[config.mk]
export PLATFORM = sky130hd
export DESIGN_NAME = mem_access_scheduler
export DESIGN_NICKNAME = d
export VERILOG_FILES = /design/src/rtl/mem_access_scheduler.sv
export SDC_FILE = /design/constraint.sdc
export NUM_CORES = 1
export LEC_CHECK = 0
export BUFFER_PORTS_ARGS = -buffer_cell sky130_fd_sc_hd__buf_2
export CAP_MARGIN = 40
export CORE_MARGIN = 2
export CORE_UTILIZATION = 30
export CTS_BUF_LIST = sky130_fd_sc_hd__clkbuf_4
export DETAILED_ROUTE_END_ITERATION = 8
export MAX_ROUTING_LAYER = met4
export SYNTH_ARGS = -nofsm -noshare
export SYNTH_HDL_FRONTEND = slang
export SYNTH_SLANG_ARGS = --single-unit
[constraint.sdc]
create_clock -name clk -period 3.8 [get_ports clk]
set_input_delay 0.95 -clock clk [delete_from_list [all_inputs] [get_ports clk]]
set_output_delay 0.95 -clock clk [all_outputs]
set_load 0.01 [all_outputs]
[src/rtl/mem_access_scheduler.sv]
// rtl/mem_access_scheduler.sv - per-sample memory sequencer for the convolution-reverb path
// Writes each new sample into the ring, then streams coefficient/delayed-sample pairs to the MAC.
module mem_access_scheduler #(
   parameter logic [15:0] IMPULSE_LENGTH = 16'h00FF,
   parameter logic [15:0] RING_END       = 16'hFFFE
) (
   input  logic        clk,
   input  logic        rst,
   input  logic        sample_tick,
   input  logic        record_en,
   input  logic [15:0] sample_in,
   input  logic [15:0] tap_count,
   output logic        mem_req,
   output logic        mem_we,
   output logic [15:0] mem_addr,
   output logic [15:0] mem_wdata,
   input  logic        mem_ready,
   input  logic [15:0] mem_rdata,
   output logic [15:0] coef_out,
   output logic [15:0] samp_out,
   output logic        pair_valid,
   output logic        frame_done,
   output logic        busy,
   output logic        overrun
);
   localparam logic [16:0] RING_SIZE = {1'b0, RING_END} - {1'b0, IMPULSE_LENGTH} + 17'd1;
   localparam logic [16:0] TAP_LIMIT = ({1'b0, IMPULSE_LENGTH} < RING_SIZE) ? {1'b0, IMPULSE_LENGTH} : RING_SIZE;

   typedef enum logic [2:0] {IDLE, WRITE, RD_COEF, RD_SAMP, DONE} state_t;

   state_t      state_q, state_d;
   logic [15:0] wp_q, wp_d, k_q, k_d, taps_q, taps_d;
   logic [15:0] samp_lat_q, samp_lat_d, coef_hold_q, coef_hold_d;
   logic [15:0] coef_out_q, coef_out_d, samp_out_q, samp_out_d;
   logic        wrote_q, wrote_d, overrun_q, overrun_d, pair_valid_q, pair_valid_d;
   logic        mem_req_q, mem_req_d, mem_we_q, mem_we_d, frame_done_q, frame_done_d, busy_q, busy_d;
   logic [15:0] mem_addr_q, mem_addr_d, mem_wdata_q, mem_wdata_d;
   logic [16:0] ring_diff, ring_addr;

   always_comb begin
      state_d      = state_q;
      wp_d         = wp_q;
      k_d          = k_q;
      taps_d       = taps_q;
      samp_lat_d   = samp_lat_q;
      coef_hold_d  = coef_hold_q;
      coef_out_d   = coef_out_q;
      samp_out_d   = samp_out_q;
      wrote_d      = wrote_q;
      overrun_d    = overrun_q;
      pair_valid_d = 1'b0;
      case (state_q)
         IDLE: if (sample_tick) begin
            samp_lat_d = sample_in;
            taps_d     = ({1'b0, tap_count} < TAP_LIMIT) ? tap_count : TAP_LIMIT[15:0];
            k_d        = 16'd0;
            wrote_d    = record_en;
            if (record_en)        state_d = WRITE;
            else if (taps_d != 0) state_d = RD_COEF;
            else                  state_d = DONE;
         end
         WRITE: if (mem_ready) state_d = (taps_q != 0) ? RD_COEF : DONE;
         RD_COEF: if (mem_ready) begin
            coef_hold_d = mem_rdata;
            state_d     = RD_SAMP;
         end
         RD_SAMP: if (mem_ready) begin
            coef_out_d   = coef_hold_q;
            samp_out_d   = mem_rdata;
            pair_valid_d = 1'b1;
            k_d          = k_q + 16'd1;
            state_d      = (k_q + 16'd1 == taps_q) ? DONE : RD_COEF;
         end
         DONE: begin
            state_d = IDLE;
            if (wrote_q) wp_d = (wp_q == RING_END) ? IMPULSE_LENGTH : wp_q + 16'd1;
         end
         default: state_d = IDLE;
      endcase
      // A tick that lands mid-frame is dropped; only the sticky flag records it.
      if (sample_tick && state_q != IDLE) overrun_d = 1'b1;

      // Outputs are decoded from the next state so they line up with the state register.
      ring_diff    = {1'b0, wp_d} - {1'b0, k_d};
      ring_addr    = (ring_diff < {1'b0, IMPULSE_LENGTH}) ? ring_diff + RING_SIZE : ring_diff;
      mem_req_d    = (state_d == WRITE) || (state_d == RD_COEF) || (state_d == RD_SAMP);
      mem_we_d     = (state_d == WRITE);
      mem_wdata_d  = (state_d == WRITE) ? samp_lat_d : 16'd0;
      frame_done_d = (state_d == DONE);
      busy_d       = (state_d != IDLE);
      case (state_d)
         WRITE:   mem_addr_d = wp_d;
         RD_COEF: mem_addr_d = k_d;
         RD_SAMP: mem_addr_d = ring_addr[15:0];
         default: mem_addr_d = 16'd0;
      endcase
   end

   always_ff @(posedge clk) begin
      if (rst) begin
         state_q      <= IDLE;
         wp_q         <= IMPULSE_LENGTH;
         k_q          <= 16'd0;
         taps_q       <= 16'd0;
         samp_lat_q   <= 16'd0;
         coef_hold_q  <= 16'd0;
         coef_out_q   <= 16'd0;
         samp_out_q   <= 16'd0;
         wrote_q      <= 1'b0;
         overrun_q    <= 1'b0;
         pair_valid_q <= 1'b0;
         mem_req_q    <= 1'b0;
         mem_we_q     <= 1'b0;
         mem_addr_q   <= 16'd0;
         mem_wdata_q  <= 16'd0;
         frame_done_q <= 1'b0;
         busy_q       <= 1'b0;
      end else begin
         state_q      <= state_d;
         wp_q         <= wp_d;
         k_q          <= k_d;
         taps_q       <= taps_d;
         samp_lat_q   <= samp_lat_d;
         coef_hold_q  <= coef_hold_d;
         coef_out_q   <= coef_out_d;
         samp_out_q   <= samp_out_d;
         wrote_q      <= wrote_d;
         overrun_q    <= overrun_d;
         pair_valid_q <= pair_valid_d;
         mem_req_q    <= mem_req_d;
         mem_we_q     <= mem_we_d;
         mem_addr_q   <= mem_addr_d;
         mem_wdata_q  <= mem_wdata_d;
         frame_done_q <= frame_done_d;
         busy_q       <= busy_d;
      end
   end

   assign mem_req    = mem_req_q;
   assign mem_we     = mem_we_q;
   assign mem_addr   = mem_addr_q;
   assign mem_wdata  = mem_wdata_q;
   assign coef_out   = coef_out_q;
   assign samp_out   = samp_out_q;
   assign pair_valid = pair_valid_q;
   assign frame_done = frame_done_q;
   assign busy       = busy_q;
   assign overrun    = overrun_q;
endmodule

==> results.md <==
* Outcome: finished clean
* Slew headroom at 38.19%
* Worst Path Required at 4.24 ns
* Nets at 1244
* Ys async rst share at 0%
* CP Cell Sequence: and4_4, nand3_4, or4_4, or2_4, nand2_4, ha_1, and3_4, buf_4, a2111o_1, o311ai_4, inv_1, ha_1, and2_4, a31oi_2, o21ai_0
* VDD IR-drop max at 0.1689 mV
* Synth Area per Inst at 7.867 um2
* # Max-Cap Violations at 0
* DR WL/cell at 14.84 um
* P per Cell Area at 315.0 nW/um2
* Area grow syn2layout at 36.66%
* Synth Warn # at 0
* Family with the most delay on the worst path: simple AND/OR/NAND/NOR gates
* Vias in the first global route at 6692
* Clk root buf: clkbuf_4
* FF/Latch Area at 3087 um2
* Bufs and invs on worst path at 2
* Total CTS buffers at 17
* Post-synth EDFFs at 0
* Dpl ws at -0.2138 ns
* Post-Synthesis Cells at 938
* Critical Path End Type: flop
* First-pass GRT wire length at 34.71 mm
* Seq/Total Area, Yosys at 41.78%
* Leading cell type in the layout, fill and taps excluded: nand2_1
* WP data arrival at 4.15 ns
* Synthesized Nets at 1012
* Final Wtd Congestion at 0.9557
* Pins Over Slew Limit at 0
* Die Y-Extent at 160.8 um
* Setup ws final at 0.08960 ns
* Crit path kind: flop to flop
* Worst hold-check path type: flop to flop
* Core Util, Final at 41.59%
* Synth Flop Type: dfxtp_1
* Final wirelength at 22.38 mm
* Max Root-Sink Buffers at 2
* Vias/cell at 4.893
* Post-layout min period at 3.710 ns
* Setup TNS at 0 ns
* Period utilisation layout at 97.64%
* DR iter-0 viols at 598
* Lkg Pwr at 4.296 nW
* Final Setup Violations at 0
* Hold Buf Count CTS at 0
* DR vias at 7378
* Layout cells sized above 1 at 32.88%
* Initial antenna violation count at 1
* Worst path most repeated cell: ha_1
* DP Cell Count at 1466
* Clk_lat worst skew at 0.57 ns
* Netlist cell types at 65
* Die W at 160.8 um
* Detailed-route DRC error count at 0
* Max Fclk at 0.2695 GHz
* Number of synthesized register bits at 154
* Final Hold Viols at 0
* Die ar. at 25870 um2
* Clk sinks at 154
* Total Routing Usage GR at 17.18%
* Mapped Area at 7380 um2
* CP max stage cell: or4_4
* Reg clk slew, reported paths at 0.16 ns
* Post-detailed-route count of antenna-violating nets at 0
* Grt ovf at 0
* Fill count at 2508
* CTS tree: done
* Detail Placement HPWL at 16.55 mm
* Multi-input logic area at 4539 um2
* Worst Setup Start Kind: flop
* Starting density of the core at 30.43%
* Drt pass-1 iters at 5
* Fin Clk Skew at 0.02843 ns
* Total Power at 3.177 mW
* H-tree levels at 4
* Core ar. at 24250 um2
* Largest net degree at the start of global routing at 68
* Fin cells at 1508
* I/O pin cnt at 123
* Largest stage delay on the critical path at 0.60 ns
* Least-Margin Pin Slew at 0.9210 ns
* Crit-path max FO at 7
* PortBufs at 122
* Commonest non-fill, non-tap cells in the layout: nand2_1, dfxtp_1, buf_4
* Row Count at 57
## stage by stage
stage / hold WS [ns] / instance area (um2)
final: 0.4620 / 10080
after global routing: 0.4767 / 10080
after CTS: 0.4623 / 9562
after detailed placement: 0.4444 / 9236
after global placement: 0.4381 / 9236
after floorplan: 0.4321 / 7415
## kinds of logic after synthesis
kind of cell | synth area share [%]
fa+ha+maj | 3.662
compound gates | 17.85
buf+inv | 3.967
xor+xnor | 4.985
flops | 41.78
simple gates | 27.21
mux | 0.5426
## sequential cells by signal, indices dropped and copies added, names as in the netlist
name / cells
frame_done: 1
mem_addr: 16
mem_req: 1
taps_q: 16
busy: 1
state_q: 3
overrun: 1
samp_lat_q: 16
mem_we: 1
coef_hold_q: 16
pair_valid: 1
mem_wdata: 16
samp_out: 16
k_q: 16
wp_q: 16
wrote_q: 1
coef_out: 16
## cell type report
| class | instances | share of cell area (%) |
|---|---|---|
| Multi-Input combinational cell | 708 | 45.01 |
| Sequential cell | 154 | 30.61 |
| Timing Repair Buffer | 259 | 16.55 |
| Tap cell | 324 | 4.020 |
| Clock inverter | 15 | 1.402 |
| Clock buffer | 17 | 1.266 |
| Inverter | 30 | 1.117 |
| Antenna cell | 1 | 0.02481 |
## report_power, final
group / internal [mW] / total (mW) / switching (mW)
Clock: 0.336 / 0.973 / 0.637
Combinational: 0.185 / 0.489 / 0.304
Sequential: 1.68 / 1.71 / 0.0312
## worst min-delay path: stages, from the launching register on
cell	delay (ns)
dfxtp_1	0.32
nand2_1	0.04
a21oi_1	0.06
## path summary, 6_finish.rpt
kind,cells after the start,slack [ns],endpoint,from
min,2,0.46,samp_lat_q[6]$_SDFF_PP0_,samp_lat_q[6]$_SDFF_PP0_
max,15,0.09,mem_addr[10]$_SDFF_PP0_,wp_q[9]$_SDFF_PP0_
max reg2reg,15,0.09,mem_addr[10]$_SDFF_PP0_,wp_q[9]$_SDFF_PP0_
min reg2reg,2,0.46,samp_lat_q[6]$_SDFF_PP0_,samp_lat_q[6]$_SDFF_PP0_
## Yosys cell counts (4+ instances only)
| library cell | instances | area share, % |
|---|---|---|
| nor3_1 | 24 | 1.6 |
| mux2i_1 | 4 | 0.54 |
| o31ai_1 | 4 | 0.41 |
| ha_1 | 20 | 3.4 |
| nor4_1 | 16 | 1.4 |
| o21ai_0 | 28 | 1.9 |
| a21o_1 | 5 | 0.51 |
| nand4_1 | 11 | 0.93 |
| a31oi_1 | 11 | 0.93 |
| nand3_1 | 25 | 1.7 |
| o22ai_1 | 8 | 0.68 |
| and2_1 | 30 | 2.5 |
| a22oi_1 | 11 | 1.1 |
| dfxtp_1 | 154 | 42 |
| nor2b_1 | 6 | 0.51 |
| buf_1 | 4 | 0.20 |
| o211ai_1 | 4 | 0.41 |
| a211oi_1 | 8 | 0.81 |
| xor2_1 | 18 | 2.1 |
| clkbuf_1 | 38 | 1.9 |
| a21oi_1 | 105 | 7.1 |
| xnor2_1 | 24 | 2.8 |
| nand2b_1 | 14 | 1.2 |
| or2_2 | 6 | 0.51 |
| nor2_1 | 82 | 4.2 |
| inv_1 | 29 | 1.5 |
| and3_1 | 8 | 0.68 |
| nand2_1 | 180 | 9.2 |
## repair_timing
action	4_1_cts	5_1_grt
buffers inserted	1	9
setup endpoints to repair	8	8
pin swaps	4	32
gates resized for setup	10	87
## routing by layer
layer	up-vias	global-route usage (%)	share of wire [%]
li1	3721	-	-
met1	3417	23.18	48
met2	209	26.16	45
met3	31	3.048	4.7
met4	0	5.438	2.1
met5	-	-	0
Note: power is estimated with default switching activity, not from simulation.
